===== config.mk =====
export PLATFORM = sky130hd
export DESIGN_NAME = dc_fetch_queue
export DESIGN_NICKNAME = d
export VERILOG_FILES = /design/src/rtl/dc_fetch_queue.sv
export SDC_FILE = /design/constraint.sdc
export NUM_CORES = 1
export LEC_CHECK = 0
export CAP_MARGIN = 20
export CORE_UTILIZATION = 29
export CTS_BUF_LIST = sky130_fd_sc_hd__clkbuf_2
export DETAILED_ROUTE_END_ITERATION = 10
export MAX_ROUTING_LAYER = met4
export PLACE_DENSITY = 0.45
export SETUP_SLACK_MARGIN = 0.1
export SYNTH_ARGS = -nofsm -noshare
export SYNTH_HDL_FRONTEND = slang
export SYNTH_SLANG_ARGS = --single-unit

===== constraint.sdc =====
create_clock -name clk -period 11.25 [get_ports clk]
set_input_delay 2.25 -clock clk [delete_from_list [all_inputs] [get_ports clk]]
set_output_delay 2.25 -clock clk [all_outputs]
set_load 0.005 [all_outputs]

===== src/rtl/dc_fetch_queue.sv =====
// dc_fetch_queue: receiver end of the IF->DC handshake. Buffers fetched
// {jump, pc, inst} beats in a small FIFO and presents the oldest entry to
// issue/rename together with its RV32I field decode. A flush empties it.
module dc_fetch_queue #(
  parameter int DEPTH = 4
) (
  input  logic        clk,
  input  logic        rst,
  input  logic        IF_valid,
  input  logic [31:0] IF_out_pc,
  input  logic [31:0] IF_out_inst,
  input  logic        IF_out_jump,
  output logic        DC_ready,
  input  logic        flush,
  output logic        dc_valid,
  input  logic        dc_ready,
  output logic [31:0] dc_pc,
  output logic [31:0] dc_inst,
  output logic        dc_jump,
  output logic [6:0]  dc_opcode,
  output logic [4:0]  dc_rd,
  output logic [4:0]  dc_rs1,
  output logic [4:0]  dc_rs2,
  output logic [31:0] dc_imm,
  output logic        dc_illegal
);

  localparam int AW = $clog2(DEPTH);
  localparam logic [AW:0] FullCount = (AW + 1)'(DEPTH);

  // Entry layout: {jump, pc, inst}
  logic [64:0]   mem_q [DEPTH];
  logic [AW-1:0] wr_ptr_q, wr_ptr_d;
  logic [AW-1:0] rd_ptr_q, rd_ptr_d;
  logic [AW:0]   count_q, count_d;

  logic          enq;
  logic          deq;
  logic [64:0]   headEntry;

  // Handshake qualification; ready depends on occupancy only, never on dc_ready
  always_comb begin
    DC_ready = (count_q != FullCount);
    dc_valid = (count_q != '0);
    enq      = IF_valid && DC_ready && !flush;
    deq      = dc_valid && dc_ready && !flush;
  end

  // Next-state for pointers and occupancy; flush wins over any handshake
  always_comb begin
    wr_ptr_d = wr_ptr_q;
    rd_ptr_d = rd_ptr_q;
    count_d  = count_q;
    if (flush) begin
      wr_ptr_d = '0;
      rd_ptr_d = '0;
      count_d  = '0;
    end else begin
      if (enq) wr_ptr_d = wr_ptr_q + AW'(1);
      if (deq) rd_ptr_d = rd_ptr_q + AW'(1);
      case ({enq, deq})
        2'b10:   count_d = count_q + (AW + 1)'(1);
        2'b01:   count_d = count_q - (AW + 1)'(1);
        default: count_d = count_q;
      endcase
    end
  end

  // Pointer and occupancy registers
  always_ff @(posedge clk) begin
    if (rst) begin
      wr_ptr_q <= '0;
      rd_ptr_q <= '0;
      count_q  <= '0;
    end else begin
      wr_ptr_q <= wr_ptr_d;
      rd_ptr_q <= rd_ptr_d;
      count_q  <= count_d;
    end
  end

  // Storage array; reset also scrubs stale contents
  always_ff @(posedge clk) begin
    if (rst) begin
      for (int i = 0; i < DEPTH; i++) begin
        mem_q[i] <= '0;
      end
    end else if (enq) begin
      mem_q[wr_ptr_q] <= {IF_out_jump, IF_out_pc, IF_out_inst};
    end
  end

  // Head fields, forced to zero whenever the queue is empty
  always_comb begin
    headEntry = dc_valid ? mem_q[rd_ptr_q] : '0;
    dc_jump   = headEntry[64];
    dc_pc     = headEntry[63:32];
    dc_inst   = headEntry[31:0];
    dc_opcode = dc_inst[6:0];
    dc_rd     = dc_inst[11:7];
    dc_rs1    = dc_inst[19:15];
    dc_rs2    = dc_inst[24:20];
  end

  // RV32I immediate decode and illegal-opcode detection on the head entry
  always_comb begin
    dc_imm     = '0;
    dc_illegal = 1'b0;
    case (dc_opcode)
      7'b0000011, 7'b0010011, 7'b1100111, 7'b1110011:
        dc_imm = {{20{dc_inst[31]}}, dc_inst[31:20]};
      7'b0100011:
        dc_imm = {{20{dc_inst[31]}}, dc_inst[31:25], dc_inst[11:7]};
      7'b1100011:
        dc_imm = {{19{dc_inst[31]}}, dc_inst[31], dc_inst[7],
                  dc_inst[30:25], dc_inst[11:8], 1'b0};
      7'b0110111, 7'b0010111:
        dc_imm = {dc_inst[31:12], 12'b0};
      7'b1101111:
        dc_imm = {{11{dc_inst[31]}}, dc_inst[31], dc_inst[19:12],
                  dc_inst[20], dc_inst[30:21], 1'b0};
      7'b0110011:
        dc_imm = '0;
      default: begin
        dc_imm     = '0;
        dc_illegal = dc_valid;
      end
    endcase
  end

endmodule


==> metrics.cfg <==
[route]
postRouteAntennaNets=0
post-route-drc-count=0
drtIter0Drc=412
vias=8035
wl_per_cell_um=19.36
dr.pass1.iters=5
drt-vias-per-instance=4.565
routed_wl_um=34080

[finish]
fillCellCount=4170
areaGrowthSynthToFinish_pct=23.98
multiInputGateArea_mm2=0.003772
nets=1240
final_cell_mix=edfxtp_1, nor2_1, clkdlybuf4s50_1, clkbuf_2, nand2_1
layout_commonest_cell=edfxtp_1
regArea_mm2=0.007995
drive_gt1_frac=0.1649

[worst_setup_path]
end_kind=output port
path_delay_family=compound AO/OA/AOI/OAI gates
cpMaxStageDelayCell=dfxtp_4
crit_chain=buf_4 > mux4_2 > a31oi_1 > o32ai_4 > a22oi_2 > nand2_1 > clkdlybuf4s50_1
max_stage_delay_ps=830
crit_arrival_ps=4840
crit_buf_inv=2
critPathRequiredTime_ps=9000
cp_max_fo=48
cp-start-kind=register
crit_type=reg2out

[clocking]
clk_latency_ps=860
post-cts-setup-buffer-count=0
cts-buffers-inserted=75
path_clk_slew_ps=100
cts.root.buffer_cell=clkbuf_2
postCtsHoldBufs=0
cts_tree=built
cts_sinks=269
cts.htree.levels=3
clock_path_buffers=3
ctsResizeCount=0

[floorplanning]
die_y_um=208.7
die_area_mm2=0.04356
coreArea_mm2=0.04204
start_util=0.2948
die_w_um=208.7
rows=75
io_pins=192

[sta]
fmax_mhz=141.0
worst_pin_slew_ps=1044
setup_ws_ps=4158
period_minus_slack_ps=7092
finClkSkew_ps=88.48
finalSetupTns_ps=0
setup_viol=0
hold_violations=0
fin_crit_sh=0.6304
final-max-slew-violation-count=0
rsz0062_at_grt=no
slew_headroom=0.3039

[synthesis]
yosys_warnings=0
yosys_register_bits=269
syn_nets=1043
yosys.area.top_type=edfxtp_1
synth_seq_area_share=0.6446
synthTopCellsByArea=edfxtp_1, mux4_2, nor2_1
synth_ff_type=edfxtp_1
ys_async_sr_fraction=0
synth-edff-count=260
synthDistinctLibCells=51
syn_inst=971
syn_area_per_cell_um2=12.76
synth_top_area_frac=0.6300
syn_area_mm2=0.01239

[power_and_ir_drop]
powerDensity_mw_per_mm2=128.8
p_sw_frac=0.2568
seqPwrFrac=0.582
leakagePower_nw=5.831
clockPowerShare=0.341
internal_power_mw=1.471
comb_power_share=0.077
max-vdd-ir-drop_v=0.00003990
p_sw_uw=508.3

[run]
max-cap-violations=0

[grt]
grt_overflow=0
grt_pass1_wl_um=51820
grt_max_degree=67
antenna_found_initial=2
grt_pass1_vias=8562
grtUsageTotal=0.1627

[placement]
hpwl_um=19940
gp_congestion=0.7384
dp_slack_ps=4840
port_buffers=191

[min_path]
hp-class=reg2reg

[run_status]
outcome=complete, no violations

[path summary, 6_finish.rpt]
path,from,to,slack (ps),cells past startpoint
hold reg to reg,count_q[2],count_q[2],540,2
setup reg to reg,wr_ptr_q[0],mem_q[1][34],8080,3
setup / recovery,register,dc_imm[23],4160,7
hold / removal,count_q[2],count_q[2],540,2
[cell families after synthesis]
group	Yosys count	share of synthesized area
AOI/OAI and AO/OA	51	0.03251
xor gates and xnor gates	6	0.004241
adders and majority gates	2	0.002625
buffers and inverters	156	0.05745
DFF	269	0.6446
muxes	68	0.1070
and+or+nand+nor	419	0.1516
[state kept, by name, indices dropped and copies added (netlist names), named ones only]
name / flops
count_q: 3
mem_q: 260
rd_ptr_q: 2
wr_ptr_q: 2
[tightest hold or removal path, stage by stage (launching register included)]
cell,delay [ps]
dfxtp_1,350
o21ai_0,90
a21oi_1,60
[power by group through the flow]
stage | logic, mW | registers, mW | clock network [mW]
global placement | 0.157 | 1.18 | 0
floorplan | 0.0770 | 1.17 | 0
global route | 0.166 | 1.16 | 0.763
CTS | 0.157 | 1.15 | 0.709
detailed placement | 0.157 | 1.18 | 0
finish | 0.152 | 1.15 | 0.675
[cell type report]
type                            count  share of cell area
Timing Repair Buffer              202              0.1298
Multi-Input combinational cell    546              0.2455
Clock inverter                     17            0.005782
Inverter                           74             0.01808
Antenna cell                        2           0.0003258
Sequential cell                   269              0.5204
Clock buffer                      111             0.03616
Tap cell                          539             0.04390
[cells in the mapped netlist, types with 2 or more instances]
cell type	count
nor3_1	13
or2_2	2
a21oi_1	3
nor3b_1	2
xor2_1	5
buf_6	4
mux4_2	49
o41ai_1	12
mux4_1	2
nand2_1	95
o21bai_1	3
clkbuf_1	43
mux2i_1	17
buf_2	11
dfxtp_1	9
nor2b_1	20
buf_4	22
and2_1	63
inv_1	74
buf_1	2
o21ai_2	2
edfxtp_1	260
a211oi_1	13
nand2b_1	3
o21ai_0	7
nor2_1	210
[metal layers]
layer	wire length [um]	part of all wire	global-route usage	vias up
met4	531	0.016	0.04589	0
met3	1729	0.051	0.03126	53
met1	15640	0.46	0.2107	3933
met2	16180	0.47	0.2598	246
li1	-	-	-	3803
met5	0	0	-	-
[stage by stage]
stage               power [mW]  area (um^2)  hold slack [ps]  instances  utilization
global placement         1.332        14710            512.0       1630       0.3500
detailed placement       1.333        14710            521.6       1630       0.3500
floorplan                1.252        12390            477.4        971            -
CTS                      2.019        15360            546.0       1758       0.3653
finish                   1.979        15360            543.3       1760       0.3654
global route             2.085        15360            574.9       1760       0.3654
No activity file was read; power rests on OpenSTA's default activity.
